## src/rtl/computer_output_of_verifla.sv

```systemverilog
// Streams the capture memory to a UART one byte at a time, most-significant byte
// of each word first, followed by the 16-bit trigger address as a two-byte trailer.
module computer_output_of_verifla #(
    parameter int ADDR_BITS      = 8,
    parameter int MEM_WORD_BYTES = 2,
    parameter int MEM_LAST_ADDR  = 255
) (
    input  logic                          clk,
    input  logic                          reset,
    input  logic                          send_start,
    input  logic [ADDR_BITS-1:0]          trig_addr,
    output logic [ADDR_BITS-1:0]          mem_addr,
    input  logic [8*MEM_WORD_BYTES-1:0]   mem_data,
    output logic [7:0]                    xmit_dataH,
    output logic                          xmitH,
    input  logic                          xmit_doneH,
    output logic                          send_busy,
    output logic                          send_done
);

    localparam int DW = 8 * MEM_WORD_BYTES;
    localparam logic [ADDR_BITS-1:0] LAST_A    = ADDR_BITS'(MEM_LAST_ADDR);
    localparam logic [2:0]           LAST_BYTE = 3'(MEM_WORD_BYTES - 1);

    typedef enum logic [2:0] {
        IDLE      = 3'd0,
        READ      = 3'd1,
        LATCH     = 3'd2,
        LOAD      = 3'd3,
        WAIT_DONE = 3'd4,
        TRAILER   = 3'd5,
        FINISH    = 3'd6
    } state_t;

    state_t                 state_q, state_d;
    logic [ADDR_BITS-1:0]   waddr_q, waddr_d;
    logic [2:0]             byte_q, byte_d;
    logic [7:0]             xdata_q, xdata_d;
    logic                   xmith_q, xmith_d;
    logic                   busy_q, busy_d;
    logic                   done_q, done_d;
    logic                   trailer_q, trailer_d;
    logic                   trl_lo_q, trl_lo_d;
    logic [DW-1:0]          word_q, word_d;
    logic [ADDR_BITS-1:0]   trig_q, trig_d;
    logic [15:0]            trig16;

    // Byte idx counts from the most-significant end of the word.
    function automatic logic [7:0] byte_of(input logic [DW-1:0] w, input logic [2:0] idx);
        logic [7:0] r;
        r = '0;
        for (int i = 0; i < MEM_WORD_BYTES; i++) begin
            if (idx == 3'(MEM_WORD_BYTES - 1 - i)) r = w[8*i +: 8];
        end
        return r;
    endfunction

    assign trig16 = 16'(trig_q);

    always_comb begin
        state_d   = state_q;
        waddr_d   = waddr_q;
        byte_d    = byte_q;
        xdata_d   = xdata_q;
        xmith_d   = 1'b0;
        busy_d    = busy_q;
        done_d    = 1'b0;
        trailer_d = trailer_q;
        trl_lo_d  = trl_lo_q;
        word_d    = word_q;
        trig_d    = trig_q;
        case (state_q)
            IDLE: begin
                busy_d = 1'b0;
                if (send_start) begin
                    trig_d    = trig_addr;
                    waddr_d   = '0;
                    byte_d    = '0;
                    trailer_d = 1'b0;
                    trl_lo_d  = 1'b0;
                    busy_d    = 1'b1;
                    state_d   = READ;
                end
            end
            READ: state_d = LATCH;
            LATCH: begin
                word_d  = mem_data;
                xdata_d = byte_of(mem_data, byte_q);
                xmith_d = 1'b1;
                state_d = LOAD;
            end
            LOAD: state_d = WAIT_DONE;
            WAIT_DONE: begin
                if (xmit_doneH) begin
                    if (trailer_q) begin
                        if (!trl_lo_q) begin
                            trl_lo_d = 1'b1;
                            xdata_d  = trig16[7:0];
                            xmith_d  = 1'b1;
                            state_d  = LOAD;
                        end else begin
                            done_d  = 1'b1;
                            state_d = FINISH;
                        end
                    end else if (byte_q != LAST_BYTE) begin
                        byte_d  = byte_q + 3'd1;
                        xdata_d = byte_of(word_q, byte_q + 3'd1);
                        xmith_d = 1'b1;
                        state_d = LOAD;
                    end else if (waddr_q != LAST_A) begin
                        // Compare before incrementing so a full-range dump never wraps.
                        waddr_d = waddr_q + 1'b1;
                        byte_d  = '0;
                        state_d = READ;
                    end else begin
                        state_d = TRAILER;
                    end
                end
            end
            TRAILER: begin
                trailer_d = 1'b1;
                xdata_d   = trig16[15:8];
                xmith_d   = 1'b1;
                state_d   = LOAD;
            end
            FINISH: begin
                busy_d  = 1'b0;
                state_d = IDLE;
            end
            default: begin
                state_d   = IDLE;
                busy_d    = 1'b0;
                waddr_d   = '0;
                byte_d    = '0;
                trailer_d = 1'b0;
                trl_lo_d  = 1'b0;
            end
        endcase
    end

    always_ff @(posedge clk) begin
        if (reset) begin
            state_q   <= IDLE;
            waddr_q   <= '0;
            byte_q    <= '0;
            xdata_q   <= '0;
            xmith_q   <= 1'b0;
            busy_q    <= 1'b0;
            done_q    <= 1'b0;
            trailer_q <= 1'b0;
            trl_lo_q  <= 1'b0;
        end else begin
            state_q   <= state_d;
            waddr_q   <= waddr_d;
            byte_q    <= byte_d;
            xdata_q   <= xdata_d;
            xmith_q   <= xmith_d;
            busy_q    <= busy_d;
            done_q    <= done_d;
            trailer_q <= trailer_d;
            trl_lo_q  <= trl_lo_d;
        end
    end

    // Pure data holding registers; only loaded under FSM control.
    always_ff @(posedge clk) begin
        word_q <= word_d;
        trig_q <= trig_d;
    end

    assign mem_addr   = waddr_q;
    assign xmit_dataH = xdata_q;
    assign xmitH      = xmith_q;
    assign send_busy  = busy_q;
    assign send_done  = done_q;

endmodule

```

## config.mk

```make
export PLATFORM = sky130hd
export DESIGN_NAME = computer_output_of_verifla
export DESIGN_NICKNAME = d
export VERILOG_FILES = /design/src/rtl/computer_output_of_verifla.sv
export SDC_FILE = /design/constraint.sdc
export NUM_CORES = 1
export LEC_CHECK = 0
export BUFFER_PORTS_ARGS = -buffer_cell sky130_fd_sc_hd__buf_2
export CAP_MARGIN = 30
export CORE_MARGIN = 2
export CORE_UTILIZATION = 45
export CTS_BUF_LIST = sky130_fd_sc_hd__clkbuf_8
export CTS_CLUSTER_DIAMETER = 50
export CTS_CLUSTER_SIZE = 28
export DETAILED_ROUTE_END_ITERATION = 10
export GPL_TIMING_DRIVEN = 0
export PLACE_DENSITY = 0.77
export SYNTH_ARGS = -nofsm -noshare
export SYNTH_HDL_FRONTEND = slang
export SYNTH_SLANG_ARGS = --single-unit
```

## constraint.sdc

```tcl
create_clock -name clk -period 2.5 [get_ports clk]
set_clock_uncertainty 0.1 [all_clocks]
set_input_delay 0.125 -clock clk [delete_from_list [all_inputs] [get_ports clk]]
set_output_delay 0.125 -clock clk [all_outputs]
set_load 0.005 [all_outputs]
```

Word level (Yosys, flattened, before mapping)
Cells that the tools add are included.

storage, ports and cells
  register bits = 51
  input port bits = 28

operators by class
  add/subtract/negate cells = 2
  equality and inequality tests = 19
  multiplexer cells = 41
  bitwise operators = 5
  reduce and logical (&&, ||, !) cells = 16

operators by type and width
  cell                                                             number
  8-bit two-way mux                                                13
  8-bit one-hot mux with 3 select lines                            2
  3-bit two-way mux                                                11
  3-bit one-hot mux with 5 select lines                            1
  5-bit OR reduction                                               3
  2-bit inequality test, second input constant                     6
  3-bit by 1-bit == test with 1-bit output, second input constant  3
  3-bit == test, second input constant                             3
  3-bit zero test                                                  3
  1-bit two-way mux                                                9
  3-bit inequality test, second input constant                     3
  3-bit one-hot mux with 3 select lines                            1
  8-bit by 1-bit adder with 8-bit output, second input constant    1
  8-bit inequality test, second input constant                     1
  4-bit AND reduction                                              2
  3-bit by 2-bit == test with 1-bit output, second input constant  2
  1-bit one-hot mux with 3 select lines                            2
  2-bit AND reduction                                              3
  6-bit AND reduction                                              1
  1-bit NOT                                                        5
  5-bit AND reduction                                              1
  1-bit one-hot mux with 2 select lines                            2
  4-bit OR reduction                                               1
  3-bit by 1-bit adder with 3-bit output, second input constant    1
  3 further kinds                                                  3

Longest topological paths before layout
  word-level depth = 8
  gate-level depth with buffers = 6
  mapped depth without buffers = 5

Least setup slack after synthesis
OpenSTA, ideal clock, no wires.

  path kind = register -> register
  from = reg state_q[2]
  to = reg waddr_q[2] (netlist: mem_addr[2])
  setup time = 0.119 ns
  arrival time = 1.890 ns
  required time = 2.281 ns
  slack = 0.392 ns
  cell stages (with the launch flop) = 6
  period minus slack after synthesis = 2.108 ns
  cell sequence = dfxtp_1 > nor4b_2 > nor3_2 > buf_2 > or2_1 > o221a_1

on the way
  longest elaborated chain between the ends = 4
  elaborated cells on any way between the ends = 16
  classes of those cells = 11 x eq/ne; 1 x mux; 1 x bitwise; 3 x reduce/logical

RTL lines
  what                                                              RTL line  text
  from (decl)                                                       35        state_t state_q, state_d;
  from (signal assigned)                                            153       state_q <= state_d;
  3-bit by 2-bit == test with 1-bit output (tied with other cells)  72        case (state_q)
  5-bit OR reduction (no source line)                               --
  1-bit NOT (no source line)                                        --
  6-bit AND reduction (no source line)                              --
  to (signal assigned)                                              154       waddr_q <= waddr_d;
  to (decl)                                                         36        logic [ADDR_BITS-1:0] waddr_q, waddr_d;

Parallel ways exist; a longest one is shown, timed or not.
A chain may end at the register's enable or synchronous reset.

Worst setup path after layout
  from = reg state_q[0]
  to = reg xdata_q[5] (netlist: xmit_dataH[5])

on the way
  longest elaborated chain between the ends = 3
  elaborated cells on any way between the ends = 9
  classes of those cells = 6 x eq/ne; 1 x mux; 2 x reduce/logical

RTL lines
  what                                                                              RTL line  text
  3-bit == test / 3-bit by 2-bit == test with 1-bit output (equally long branches)  72
  3-bit inequality test (no source line) (tied with other cells)                    --
  4-bit AND reduction (no source line)                                              --
  to (signal assigned)                                                              156       xdata_q <= xdata_d;
  to (decl)                                                                         38        logic [7:0] xdata_q, xdata_d;

Parallel ways exist; a longest one is shown, timed or not.

==> flow_summary.yaml <==
power_and_ir_drop:
  seqPwrFrac_pct: 58.0
  switching_share_pct: 24.7
  combPwrFrac_pct: 12.8
  clkPwrFrac_pct: 29.2
  leakagePower_nw: 1.11
  switchingPower_w: 0.000400
  power.density_mw_per_mm2: 534
  p_int_w: 0.00122
  ir_drop_uv: 293
route:
  ant_nets: 0
  dr.pass1.iters: 4
  viasPerCell: 5.50
  routed_wl_um: 5670
  drt-initial-drc-count: 212
  wl_per_cell_um: 15.6
  routed-via-count: 2003
  drc: 0
die:
  die_y_um: 76.6
  rows: 26
  start_util_pct: 46.5
  core-area_mm2: 0.00511
  io_pins: 47
  die_w_um: 76.6
  die_area_mm2: 0.00587
logic_synthesis:
  yosys_register_bits: 51
  synth_warnings: 0
  synth-seq-area-share_pct: 53.1
  ys_async_sr_fraction_pct: 0
  syn_avg_cell_area_um2: 11.0
  syn-instance-count: 216
  synth_ff_type: "dfxtp_1"
  syn-num-nets: 245
  syn_area_mm2: 0.00237
  synth_cell_types: 54
  synth_edf_count: 24
sta:
  tightest_slew_ns: 0.994
  final-setup-viol-count: 0
  setup_tns_ns: 0
  period_minus_slack_ns: 2.21
  rsz0062_at_grt: "false"
  slew_headroom_pct: 33.2
  setup_ws_ns: 0.286
  hold_viol_final: 0
  whs_ns: 0.109
  fin_crit_sh_pct: 88.6
  timing.fmax_mhz: 452
  drv_slew: 0
clock_tree:
  cts_setup_buffers: 0
  clk_latency_ns: 0.31
  cts_buffers: 5
  path_clk_slew_ns: 0.10
  clockBufferDepth: 2
  cts_root_buf: "clkbuf_8"
  cts_tree: "yes"
  htree_levels: 2
  clock_sinks: 51
critical_path:
  max_stage_delay_ns: 0.65
  critPathLaunchType: "flip-flop"
  path_buf_inv: 1
  arrival_ns: 2.27
  crit_family: "compound AO/OA/AOI/OAI gates"
  cp-end-kind: "flip-flop"
  path_class: "reg -> reg"
  critPathSlowestCell: "o21ai_1"
  path_max_fanout: 19
  worst_ep_required_time_ns: 2.55
  path_cells: "buf_2, nor2_1, and2_2, o21ai_1, o22ai_1"
grt:
  grt-ovfl-total: 0
  grt_pass1_vias: 1940
  grt_max_degree: 20
  track_usage_pct: 20.3
  grt_pass1_wl_um: 9520
  antenna_found_initial: 0
final_layout:
  syn_to_final_growth_pct: 27.5
  final_common_cell: "buf_2"
  layout_common_cells: "buf_2 (51), dfxtp_1 (27), dlygate4sd3_1 (24), edfxtp_1 (24), inv_1 (15)"
  fin_nets: 322
  antenna_cells: 0
  drive_gt1_share_pct: 25.2
job:
  drv_cap: 0
placement:
  place_ws_ns: -0.0478
  gp_congestion: 0.831
  dp_hpwl_um: 3810
  io_buffers: 46
outcome:
  outcome: "complete, no violations"
worst_hold_path:
  min_path_type: "in -> reg"
layout make-up:
| class | instances | area [um^2] |
|---|---|---|
| buffer | 14 | 66.3 |
| clock buffer | 5 | 68.8 |
| clock inverter | 3 | 20.0 |
| fill | 447 | 2080 |
| inverter | 14 | 52.6 |
| multi-input combinational | 136 | 991 |
| sequential | 51 | 1260 |
| tap | 70 | 87.6 |
| timing repair buffer | 71 | 478 |
cells by family (layout without fill, tap and decap cells):
kind of cell	Yosys count	after routing	share of synthesized area (%)
mux	12	12	5.06
flops	51	51	53.1
buf+inv	29	107	5.17
fa+ha+maj	1	1	0.527
compound gates	67	67	21.0
simple gates	56	56	15.1
metal layers:
layer	global-route usage (%)	vias to the layer above	routed length (um)
met4	6.91	0	94
met1	26.9	941	2520
met2	33.2	68	2700
met5	0	-	0
li1	-	985	-
met3	4.03	9	356
synth_stat cells (2+ instances only):
| cell | count | area [um^2] |
|---|---|---|
| buf_4 | 2 | 15.0 |
| or3_1 | 3 | 18.8 |
| a21oi_1 | 8 | 40.0 |
| a221oi_1 | 8 | 70.1 |
| nand2b_1 | 4 | 25.0 |
| nand3_1 | 4 | 20.0 |
| o31ai_1 | 2 | 15.0 |
| and2_1 | 2 | 12.5 |
| edfxtp_1 | 24 | 721 |
| clkbuf_1 | 7 | 26.3 |
| dfxtp_1 | 27 | 541 |
| buf_2 | 5 | 25.0 |
| nor3_1 | 3 | 15.0 |
| inv_1 | 14 | 52.6 |
| nor3b_1 | 2 | 15.0 |
| o22a_1 | 8 | 70.1 |
| o32ai_1 | 2 | 17.5 |
| a211oi_1 | 4 | 30.0 |
| nor4b_2 | 2 | 30.0 |
| nor2b_1 | 2 | 12.5 |
| o22ai_1 | 8 | 50.1 |
| o21ai_0 | 9 | 45.0 |
| and3_1 | 2 | 12.5 |
| nor2_1 | 9 | 33.8 |
| nand2_1 | 8 | 30.0 |
| nand4_1 | 2 | 12.5 |
| o21a_1 | 5 | 37.5 |
| a22oi_1 | 2 | 15.0 |
| mux2i_1 | 12 | 120 |
| nor4_1 | 2 | 12.5 |
flip-flops by register name (all words and copies together) (netlist names), 3 cells and up:
register,flops
word_q,16
mem_addr,8
trig_q,8
xmit_dataH,8
byte_q,3
state_q,3
path summary, 6_finish.rpt:
path / endpoint / cells after the start / slack (ns) / startpoint
worst max register to register: xmit_dataH[5] / 5 / 0.29 / state_q[0]
worst min register to register: xmit_dataH[6] / 2 / 0.37 / xmit_dataH[6]
worst min-delay path: state_q[0] / 3 / 0.11 / reset
worst max-delay path: xmit_dataH[5] / 5 / 0.29 / state_q[0]
timing repair:
action	in CTS	in global routing
endpoints found under the hold margin	24	0
hold buffers	24	0
setup endpoints to repair	8	8
gates resized for setup	0	1
through the flow:
step / std cells / utilization [%] / instance area (um^2) / total power [W]
6_report: 364 / 59.2 / 3030 / 0.00161
2_1_floorplan: 216 / - / 2370 / 0.00106
4_1_cts: 364 / 59.2 / 3020 / 0.00162
5_1_grt: 364 / 59.2 / 3030 / 0.00168
3_5_place_dp: 333 / 52.8 / 2700 / 0.00113
3_3_place_gp: 332 / 52.7 / 2690 / 0.00112
power groups by stage:
stage	clock network [W]	registers, W	logic (W)
CTS	0.000476	0.000936	0.000204
floorplan	0	0.000953	0.000108
global placement	0	0.000954	0.000168
global route	0.000516	0.000940	0.000227
detailed placement	0	0.000956	0.000175
finish	0.000472	0.000936	0.000207
tightest hold or removal path: cells and delay by family:
kind                   cells  cell delay [ns]
AO/OA/AOI/OAI              2             0.18
buffers and inverters      1             0.17
Power figures use the tool's default switching activity.
